--- config.mk ---
export PLATFORM = sky130hd
export DESIGN_NAME = pipe_hazard_sched_flat
export DESIGN_NICKNAME = d
export VERILOG_FILES = /design/src/rtl/pipe_hazard_sched_if.sv /design/src/rtl/pipe_hazard_sched.sv /design/src/flat_wrapper.sv
export SDC_FILE = /design/constraint.sdc
export NUM_CORES = 1
export LEC_CHECK = 0
export BUFFER_PORTS_ARGS = -buffer_cell sky130_fd_sc_hd__buf_2
export CAP_MARGIN = 5
export CORE_UTILIZATION = 50
export DETAILED_ROUTE_END_ITERATION = 10
export HOLD_SLACK_MARGIN = 0.05
export PLACE_DENSITY = 0.85
export RECOVER_POWER = 25
export SETUP_SLACK_MARGIN = 0.4
export SLEW_MARGIN = 20
export SYNTH_ARGS = -nofsm -noshare
export SYNTH_HDL_FRONTEND = slang
export SYNTH_SLANG_ARGS = --single-unit
--- constraint.sdc ---
create_clock -name clk -period 2.1 [get_ports clk]
set_input_delay 0.21 -clock clk [delete_from_list [all_inputs] [get_ports clk]]
set_output_delay 0.21 -clock clk [all_outputs]
set_load 0.05 [all_outputs]
--- src/rtl/pipe_hazard_sched_if.sv ---
// Hazard-scheduler pipeline signal bundle: ID/EX hazard inputs and stall/flush control outputs.
// The master drives the pipeline-side inputs; the slave is the scheduler itself.
interface pipe_hazard_sched_if #(
    parameter int unsigned PERF_W = 16
);
    logic [4:0]        id_rs;
    logic [4:0]        id_rt;
    logic              id_uses_rs;
    logic              id_uses_rt;
    logic              id_md_start;
    logic              ex_memread;
    logic              ex_regwrite;
    logic [4:0]        ex_rw;
    logic              branch_taken;
    logic              pc_en;
    logic              ifid_en;
    logic              ifid_flush;
    logic              idex_flush;
    logic              md_busy;
    logic              md_done;
    logic              protocol_err;
    logic [PERF_W-1:0] stall_cycles;

    modport master (
        output id_rs, id_rt, id_uses_rs, id_uses_rt, id_md_start,
               ex_memread, ex_regwrite, ex_rw, branch_taken,
        input  pc_en, ifid_en, ifid_flush, idex_flush, md_busy, md_done,
               protocol_err, stall_cycles
    );

    modport slave (
        input  id_rs, id_rt, id_uses_rs, id_uses_rt, id_md_start,
               ex_memread, ex_regwrite, ex_rw, branch_taken,
        output pc_en, ifid_en, ifid_flush, idex_flush, md_busy, md_done,
               protocol_err, stall_cycles
    );
endinterface

--- src/rtl/pipe_hazard_sched.sv ---
// Hazard scheduler for the 5-stage pipeline: load-use stalls, mul/div EX occupancy and
// taken-branch squashes. Outputs are combinational from state and inputs.
module pipe_hazard_sched #(
    parameter int unsigned MD_LATENCY = 4,
    parameter int unsigned CNT_W      = 3,
    parameter int unsigned PERF_W     = 16
) (
    input  logic               clk,
    input  logic               rst,
    pipe_hazard_sched_if.slave bus
);
    typedef enum logic {
        ST_RUN,
        ST_MD_WAIT
    } state_t;

    state_t            r_state;
    state_t            w_state_nxt;
    logic [CNT_W-1:0]  r_count;
    logic [CNT_W-1:0]  w_count_nxt;
    logic              r_perr;
    logic [PERF_W-1:0] r_stall;
    logic              w_lu;
    logic              w_pc_en;

    assign w_lu = bus.ex_memread && bus.ex_regwrite && (bus.ex_rw != 5'd0) &&
                  ((bus.id_uses_rs && (bus.id_rs == bus.ex_rw)) ||
                   (bus.id_uses_rt && (bus.id_rt == bus.ex_rw)));

    always_comb begin
        w_state_nxt    = r_state;
        w_count_nxt    = r_count;
        w_pc_en        = 1'b1;
        bus.ifid_en    = 1'b1;
        bus.ifid_flush = 1'b0;
        bus.idex_flush = 1'b0;
        bus.md_busy    = 1'b0;
        bus.md_done    = 1'b0;
        if (rst) begin
            w_pc_en        = 1'b0;
            bus.ifid_en    = 1'b0;
            bus.ifid_flush = 1'b1;
            bus.idex_flush = 1'b1;
        end else begin
            case (r_state)
                ST_RUN: begin
                    if (bus.branch_taken) begin
                        bus.ifid_flush = 1'b1;
                        bus.idex_flush = 1'b1;
                    end else if (w_lu) begin
                        w_pc_en        = 1'b0;
                        bus.ifid_en    = 1'b0;
                        bus.idex_flush = 1'b1;
                    end else if (bus.id_md_start) begin
                        w_state_nxt = ST_MD_WAIT;
                        w_count_nxt = CNT_W'(MD_LATENCY - 1);
                    end
                end
                ST_MD_WAIT: begin
                    w_pc_en        = 1'b0;
                    bus.ifid_en    = 1'b0;
                    bus.idex_flush = 1'b1;
                    bus.md_busy    = 1'b1;
                    w_count_nxt    = r_count - CNT_W'(1);
                    if (r_count == CNT_W'(1)) begin
                        bus.md_done = 1'b1;
                        w_state_nxt = ST_RUN;
                    end
                end
                default: w_state_nxt = ST_RUN;
            endcase
        end
    end

    always_ff @(posedge clk) begin
        if (rst) begin
            r_state <= ST_RUN;
            r_count <= '0;
            r_perr  <= 1'b0;
            r_stall <= '0;
        end else begin
            r_state <= w_state_nxt;
            r_count <= w_count_nxt;
            if ((r_state == ST_MD_WAIT) && bus.branch_taken) begin
                r_perr <= 1'b1;
            end
            if (!w_pc_en && (r_stall != '1)) begin
                r_stall <= r_stall + PERF_W'(1);
            end
        end
    end

    assign bus.pc_en        = w_pc_en;
    assign bus.protocol_err = r_perr;
    assign bus.stall_cycles = r_stall;
endmodule

--- src/flat_wrapper.sv ---
// flat-port wrapper written by rule: the top's interface ports become plain ports
module pipe_hazard_sched_flat 
#(
    parameter int unsigned MD_LATENCY = 4,
    parameter int unsigned CNT_W      = 3,
    parameter int unsigned PERF_W     = 16
)
  (clk, rst, bus_id_rs, bus_id_rt, bus_id_uses_rs, bus_id_uses_rt, bus_id_md_start, bus_ex_memread, bus_ex_regwrite, bus_ex_rw, bus_branch_taken, bus_pc_en, bus_ifid_en, bus_ifid_flush, bus_idex_flush, bus_md_busy, bus_md_done, bus_protocol_err, bus_stall_cycles);
  pipe_hazard_sched_if #(.PERF_W(PERF_W)) bus_i ();
  input  logic clk;
  input  logic rst;
  input wire logic [$bits(bus_i.id_rs)-1:0] bus_id_rs;
  input wire logic [$bits(bus_i.id_rt)-1:0] bus_id_rt;
  input wire logic [$bits(bus_i.id_uses_rs)-1:0] bus_id_uses_rs;
  input wire logic [$bits(bus_i.id_uses_rt)-1:0] bus_id_uses_rt;
  input wire logic [$bits(bus_i.id_md_start)-1:0] bus_id_md_start;
  input wire logic [$bits(bus_i.ex_memread)-1:0] bus_ex_memread;
  input wire logic [$bits(bus_i.ex_regwrite)-1:0] bus_ex_regwrite;
  input wire logic [$bits(bus_i.ex_rw)-1:0] bus_ex_rw;
  input wire logic [$bits(bus_i.branch_taken)-1:0] bus_branch_taken;
  output wire logic [$bits(bus_i.pc_en)-1:0] bus_pc_en;
  output wire logic [$bits(bus_i.ifid_en)-1:0] bus_ifid_en;
  output wire logic [$bits(bus_i.ifid_flush)-1:0] bus_ifid_flush;
  output wire logic [$bits(bus_i.idex_flush)-1:0] bus_idex_flush;
  output wire logic [$bits(bus_i.md_busy)-1:0] bus_md_busy;
  output wire logic [$bits(bus_i.md_done)-1:0] bus_md_done;
  output wire logic [$bits(bus_i.protocol_err)-1:0] bus_protocol_err;
  output wire logic [$bits(bus_i.stall_cycles)-1:0] bus_stall_cycles;
  assign bus_i.id_rs = bus_id_rs;
  assign bus_i.id_rt = bus_id_rt;
  assign bus_i.id_uses_rs = bus_id_uses_rs;
  assign bus_i.id_uses_rt = bus_id_uses_rt;
  assign bus_i.id_md_start = bus_id_md_start;
  assign bus_i.ex_memread = bus_ex_memread;
  assign bus_i.ex_regwrite = bus_ex_regwrite;
  assign bus_i.ex_rw = bus_ex_rw;
  assign bus_i.branch_taken = bus_branch_taken;
  assign bus_pc_en = bus_i.pc_en;
  assign bus_ifid_en = bus_i.ifid_en;
  assign bus_ifid_flush = bus_i.ifid_flush;
  assign bus_idex_flush = bus_i.idex_flush;
  assign bus_md_busy = bus_i.md_busy;
  assign bus_md_done = bus_i.md_done;
  assign bus_protocol_err = bus_i.protocol_err;
  assign bus_stall_cycles = bus_i.stall_cycles;
  pipe_hazard_sched #(.MD_LATENCY(MD_LATENCY), .CNT_W(CNT_W), .PERF_W(PERF_W)) u_core (.clk(clk), .rst(rst), .bus(bus_i));
endmodule
# After elaboration in Yosys (flattened, before gate mapping)
# Cells that the tools add are included.
dict set report totals {
  regBits 21
  input_bits 23
  word_cells 50
}
dict set report classes {
  n_addsub 2
  eq_ne 7
  mux 25
  bitwise_logic 1
  n_reduce_logical 11
}
# operator n
set ops {}
lappend ops {{1-bit two-way mux} 18}
lappend ops {{16-bit by 1-bit adder with 16-bit output, second input constant} 1}
lappend ops {{16-bit != test, second input constant} 1}
lappend ops {{5-bit == test} 2}
lappend ops {{3-bit two-way mux} 3}
lappend ops {{1-bit logical AND} 7}
lappend ops {{2-bit != test, second input constant} 3}
lappend ops {{1-bit one-hot mux with 2 select lines} 3}
lappend ops {{3-bit one-hot mux with 2 select lines} 1}
lappend ops {{5-bit nonzero test} 1}
lappend ops {{3-bit by 1-bit == test with 1-bit output, second input constant} 1}
lappend ops {{3-bit AND reduction} 1}
lappend ops {{3-bit by 1-bit subtractor with 3-bit output, second input constant} 1}
lappend ops {{1-bit logical NOT} 1}
lappend ops {{1-bit logical OR} 1}
lappend ops {{1-bit NOT} 1}

# Depth between registers and ports, before layout
# Gate-level depths: netlist of run 1.
dict set report depth {
  depth_word 10
  ltp_mapped 8
}

# Least setup slack after synthesis of run 1
# OpenSTA, ideal clock, no wires.
dict set report synth_timing {
  path_type {register to register}
  startpoint {reg u_core.r_stall[6], in the netlist u_core.bus.stall_cycles[6]}
  endpoint {reg u_core.r_stall[15], in the netlist u_core.bus.stall_cycles[15]}
  t_arrival_ns 2.215
  t_required_ns 1.979
  slack_ns -0.237
  path_stages_with_launch 7
  n_path_buf 0
  period_less_slack_ns 2.337
  path_cell_list {dfxtp_1 -> nand4_1 -> nor2_1 -> nand3_1 -> or4_1 -> nor3_2 -> mux2_4}
}
dict set report synth_between {
  elab_chain_len 2
}
# item line_no
set synth_rtl {}
lappend synth_rtl {{start, declared} pipe_hazard_sched.sv:22} ;# logic [PERF_W-1:0] r_stall;
lappend synth_rtl {{start signal, assigned} pipe_hazard_sched.sv:88} ;# r_stall <= r_stall + PERF_W'(1);
lappend synth_rtl {{branches (longest 2 deep; another with 16-bit by 1-bit adder with 16-bit output)} --}
# Parallel ways; which one is timed is not known.
# A chain may end at the register's enable or synchronous reset.

# Final worst setup path of run 1
dict set report layout_timing {
  startpoint {reg u_core.r_stall[9], in the netlist u_core.bus.stall_cycles[9]}
  endpoint {reg u_core.r_stall[12], in the netlist u_core.bus.stall_cycles[12]}
}
# Same word-level chain as after synthesis.

==> results.toml, run 1 <==
[cells_and_area]
design_area_um2 = 2070
drive_above_1_share_pct = 53.1
syn_to_final_growth_pct = 52.4
multi_input_area_um2 = 985
nFillCells = 155
diodes = 0
final_cell_count_no_fill = 254
nNetsFinal = 251
regArea_um2 = 465

[setup_path]
worstPathRequired_ns = 2.31
critPathKind = "flop to flop"
slowest_delay_ns = 0.51
slowest_stage = "or4b_1"
critPathTopFamily = "simple AND/OR/NAND/NOR gates"
crit_buf_inv = 0
crit_chain = "nand4_1, nor2_2, nand4_1, or4b_1, o21ai_2, mux2_4"
cp_common_cell = "nand4_1"
critical_path.max_fanout = 4
cp-start-kind = "flop"
critPathArrivalTime_ns = 2.10
critical_path.endpoint_type = "flop"

[synth]
synth.yosys.warnings = 0
synth_area_leaders = "dfxtp_1 (31%), xnor2_1 (6.5%), a21oi_1 (6.3%), or4_1 (3.9%), nor2_1 (3.3%)"
syn_inst = 158
synth_top_area_cell = "dfxtp_1"
yosysSeqAreaShare_pct = 31.0
synth.net_count = 184
synth_top_flop_cell = "dfxtp_1"
yosys.area_share.simple_pct = 26.5
async_reset_ff_share_pct = 0
muxShareOfSynthArea_pct = 3.04
synth_area_um2 = 1360
yosys.area.top_type_share_pct = 31.0
synthTopCellsByCount = "dfxtp_1 (21), a21oi_1 (17), nor2_1 (12)"
yosysMostFrequentCell = "dfxtp_1"
synthAdderAreaFrac_pct = 2.76
synth-seq-cells = 21
synth_top_family_by_area = "simple AND/OR/NAND/NOR gates"
synth_edf_count = 0
syn_area_per_cell_um2 = 8.59
synth_compound_area_share_pct = 20.5
synth_cell_types = 46
synth_xor_area_share_pct = 7.10

[floorplanning]
die-area_um2 = 2930
start_util_pct = 53.8
die_h_um = 54.1
row_count = 18
io_pins = 46
core_um2 = 2520
die_w_um = 54.1

[routing]
vias = 1588
drc = 0
drtIter0Drc = 81
ant_nets = 0
totalWireLength_mm = 4.86
post_drt_wl_per_cell_um = 19.1
vias_per_cell = 6.25
drt_first_pass_iters = 4

[clock_network]
cts_tree = "yes"
numCtsBuffers = 3
worstSkewPairLatency_ns = 0.33
clock-sinks = 21
clockRootBuffer = "clkbuf_4"
cts_hold_buf = 0
cts_buffer_depth = 2
cts_htree_levels = 1
cts.reportedPaths.clkPinSlew_ns = 0.11

[timing]
finalHoldViolCount = 0
timing.final.ws_setup_ns = 0.216
relSlewSlack_pct = 57.8
fmax_ghz = 0.531
finalMaxSlewViolations = 0
fin_crit_sh_pct = 89.7
rsz0062_at_grt = "yes"
fin_skew_ns = 0.0167
tightest_slew_ns = 0.635
setup_viol = 0
tns_ns = 0
fin_crit_ns = 1.88
hold_ws_ns = 0.274

[power]
pwr-share-clk_pct = 23.4
swShare_pct = 33.0
ir_drop_mv = 0.522
power_frac_comb_pct = 30.1
switching_power_mw = 0.293
power_frac_seq_pct = 46.4
internal-power_mw = 0.596
power_leakage_nw = 0.799
p_per_area_nw_per_um2 = 430

[placement]
placed_cells = 229
dp_hpwl_mm = 2.50
placed_area_um2 = 1630
pre_cts_slack_ns = 0.111
globalplace.congestion = 0.796
io_buffers = 45

[run_status]
status = "complete, no violations"

[global_routing]
track_usage_pct = 32.8
overflow = 0
grt_pass1_wl_mm = 6.58
antenna_found_initial = 0
grt_max_degree = 27
grt_pass1_vias = 1461

[run]
drv_cap = 0

[worst_hold_path]
hp-class = "primary input to flop"
area by class of cell:
type | instances | area share (%)
multi-input combinational | 121 | 47.6
timing repair buffer | 72 | 25.8
sequential | 21 | 22.5
tap | 30 | 1.81
clock buffer | 4 | 1.27
inverter | 6 | 1.09
cell families after synthesis:
family / count (synthesis)
DFF: 21
muxes: 3
and+or+nand+nor: 62
xor gates and xnor gates: 11
adders and majority gates: 3
buffers and inverters: 16
AOI/OAI and AO/OA: 42
cells in the final DEF, fill, tap and decap left out, drive strengths merged, types with 2 or more instances in the layout:
cell    Yosys  layout
nand2      10      10
xnor2      10      10
a21o        2       2
nor3        4       4
nor2       13      13
inv         6       6
buf         7      61
nand4       7       7
ha          3       3
or4b        2       2
clkbuf      2      14
o21ai       8       8
dfxtp      21      21
nor2b       3       3
o31ai       6       6
a21oi      17      17
or3         4       4
or4         8       8
nand3       5       5
and3        2       2
mux2        3       3
path summary, 6_finish.rpt:
path / start / end / slack (ns) / cells after the start
setup reg to reg: u_core.bus.stall_cycles[9] / u_core.bus.stall_cycles[12] / 0.22 / 6
hold / removal: bus_id_md_start / u_core.r_count[0] / 0.27 / 3
setup / recovery: u_core.bus.stall_cycles[9] / u_core.bus.stall_cycles[12] / 0.22 / 6
hold reg to reg: u_core.bus.protocol_err / u_core.bus.protocol_err / 0.51 / 2
worst reg2reg max path, cell delays in order (launching register included):
cell     delay, ns
dfxtp_4       0.37
nand4_1       0.13
nor2_2        0.21
nand4_1       0.17
or4b_1        0.51
o21ai_2       0.08
mux2_4        0.31
metal layers:
metal  vias up  part of all wire (%)  track usage (%)  routed length, um
met3        17                   9.0             5.93                438
met5         -                     0                0                  0
met2       105                    51             59.1               2500
met4         0                   3.9             22.2                188
met1       746                    36             34.2               1740
li1        720                     -                -                  -
sequential cells by signal (all words and copies together) (netlist names):
register / flops
u_core.bus.protocol_err: 1
u_core.r_count: 3
u_core.r_state: 1
u_core.bus.stall_cycles: 16
power by group through the flow:
stage	clock network, mW	registers, mW	logic (mW)
after global routing	0.224	0.415	0.281
after floorplan	0	0.437	0.134
after detailed placement	0	0.422	0.187
after CTS	0.204	0.411	0.247
after global placement	0	0.421	0.180
final	0.208	0.413	0.268
per-stage QoR:
| step | utilization (%) | power [mW] |
|---|---|---|
| 6_report | 82.0 | 0.889 |
| 5_1_grt | 82.0 | 0.920 |
| 4_1_cts | 78.5 | 0.862 |
| 3_5_place_dp | 64.7 | 0.609 |
| 3_3_place_gp | 64.7 | 0.602 |
| 2_1_floorplan | - | 0.571 |
repair_timing:
| action | 4_1_cts | 5_1_grt |
|---|---|---|
| setup buffers | 17 | 3 |
| resized for setup | 40 | 19 |
| setup endpoints to repair | 19 | 20 |
| endpoints found under the hold margin | 0 | 0 |
| pin swaps | 14 | 9 |
| cloned | 1 | 0 |
(Power assumes the default switching activity.)
==> run 2: changes to the inputs <==
- CORE_UTILIZATION: 50 -> 45
- PLACE_DENSITY: 0.85 -> 0.78
- SETUP_SLACK_MARGIN: 0.4 -> 0.2
==> results.toml, run 2 (synthesis gave the netlist of run 1 again) <==
[routing]
drc = 4
drtIter0Drc = 56
vias_per_cell = 6.02
vias = 1480
ant_nets = 0
totalWireLength_mm = 3.96
post_drt_wl_per_cell_um = 16.1
drt_first_pass_iters = 7

[cells_and_area]
final_cell_mix = "buf_2 (31), a21oi_1 (16), buf_4 (15)"
diodes = 0
largest_reg_flops = 16
design_area_um2 = 1880
nFillCells = 218
nNetsFinal = 242
drive_above_1_share_pct = 43.7
syn_to_final_growth_pct = 38.2
final_cell_count_no_fill = 246
layout_commonest_cell = "buf_2"

[timing]
relSlewSlack_pct = 60.1
tightest_slew_ns = 0.601
finalHoldViolCount = 0
rsz0062_at_grt = "yes"
setup_viol = 0
fin_crit_sh_pct = 94.9
fin_crit_ns = 1.99
finalMaxSlewViolations = 0
fmax_ghz = 0.502
hold_ws_ns = 0.284
tns_ns = 0
timing.final.ws_setup_ns = 0.106
fin_skew_ns = 0.0186

[run]
drv_cap = 0

[clock_network]
worstSkewPairLatency_ns = 0.31
cts_hold_buf = 0
cts_tree = "yes"
cts_buffer_depth = 2
cts_htree_levels = 1
numCtsBuffers = 3
clock-sinks = 21
cts.reportedPaths.clkPinSlew_ns = 0.13
clockRootBuffer = "clkbuf_4"

[placement]
dp_hpwl_mm = 2.54
placed_cells = 229
placed_area_um2 = 1610
globalplace.congestion = 0.760
io_buffers = 45
pre_cts_slack_ns = 0.0951

[setup_path]
r2r-end = "u_core.bus.stall_cycles[15]"
r2r-start = "u_core.bus.stall_cycles[8]"
critical_path.max_fanout = 4
r2r_cells = 6
startpoint = "u_core.bus.stall_cycles[8]"
cp-start-kind = "flop"
critical_path.endpoint_type = "flop"
crit_path_end = "u_core.bus.stall_cycles[15]"
critPathKind = "flop to flop"
worstPathRequired_ns = 2.32
r2r_slack_ns = 0.11
critPathArrivalTime_ns = 2.21

[global_routing]
grt_pass1_wl_mm = 5.61
grt_max_degree = 27
track_usage_pct = 21.9
overflow = 0
antenna_found_initial = 0
grt_pass1_vias = 1279

[run_status]
violations = "design-rule violations"
status = "complete, but fails checks"

[power]
power_leakage_nw = 0.722
ir_drop_mv = 0.399
p_per_area_nw_per_um2 = 455

[floorplanning]
io_pins = 46
die_h_um = 56.9
core_um2 = 2810
row_count = 19
die_w_um = 56.9
start_util_pct = 48.4
die-area_um2 = 3240

[worst_hold_path]
hp-class = "primary input to flop"
hold_depth = 3
-- run 2: cell count changes in the layout (fill, tap and decap cells not counted), moves of 3 or more --
| cell | delta |
|---|---|
| xnor2_2 | -6 |
| xnor2_1 | +6 |
| buf_6 | -3 |
| buf_4 | -8 |
| a21oi_1 | +3 |
| buf_2 | +3 |
-- run 2: worst min path at each step --
stage / from / to
3_5_place_dp: u_core.bus.protocol_err / u_core.bus.protocol_err
5_1_grt: bus_branch_taken / u_core.bus.protocol_err
4_1_cts: bus_branch_taken / u_core.bus.protocol_err
3_3_place_gp: u_core.bus.protocol_err / u_core.bus.protocol_err
2_1_floorplan: bus_branch_taken / u_core.bus.protocol_err
6_report: bus_branch_taken / u_core.bus.protocol_err
-- run 2: cell type report --
type	instances	area (um^2)	share of cell area (%)
sequential	21	459	24.5
multi-input combinational	121	888	47.3
inverter	6	22.5	1.20
clock buffer	4	26.3	1.40
timing repair buffer	63	442	23.5
tap	31	38.8	2.07
-- run 2: routing by layer --
metal | up-vias | routed length (um) | global-route usage, % | part of all wire [%]
met5 | - | 0 | 0 | 0
met4 | 0 | 82 | 6.62 | 2.1
met3 | 12 | 205 | 5.30 | 5.2
met2 | 65 | 2050 | 37.8 | 52
met1 | 707 | 1620 | 27.0 | 41
li1 | 696 | - | - | -
-- run 2: timing repair --
action                                  CTS  global route
pin swaps                                 1            11
gates cloned                              0             2
buffers inserted                          0            11
gates resized for setup                   6            24
endpoints found under the setup margin    4            11
-- run 2: worst max-delay path, stage by stage, from the launching register on --
cell,delay (ns)
dfxtp_4,0.38
nand4_1,0.18
nor2_2,0.22
nand3_2,0.11
or4_4,0.50
nor3_4,0.20
mux2_4,0.31
-- run 2: through the flow --
stage | total power, mW | utilization [%]
4_1_cts | 0.804 | 59.0
3_3_place_gp | 0.601 | 57.4
6_report | 0.853 | 66.9
3_5_place_dp | 0.610 | 57.4
2_1_floorplan | 0.563 | -
5_1_grt | 0.891 | 66.9
-- run 2: power breakdown --
| group | total (mW) | internal (mW) | leakage [nW] | switching [mW] |
|---|---|---|---|---|
| combinational | 0.239 | 0.104 | 0.527 | 0.135 |
| clock | 0.200 | 0.0741 | 0.0150 | 0.125 |
| sequential | 0.415 | 0.401 | 0.180 | 0.0135 |
| total | 0.853 | 0.580 | 0.722 | 0.273 |
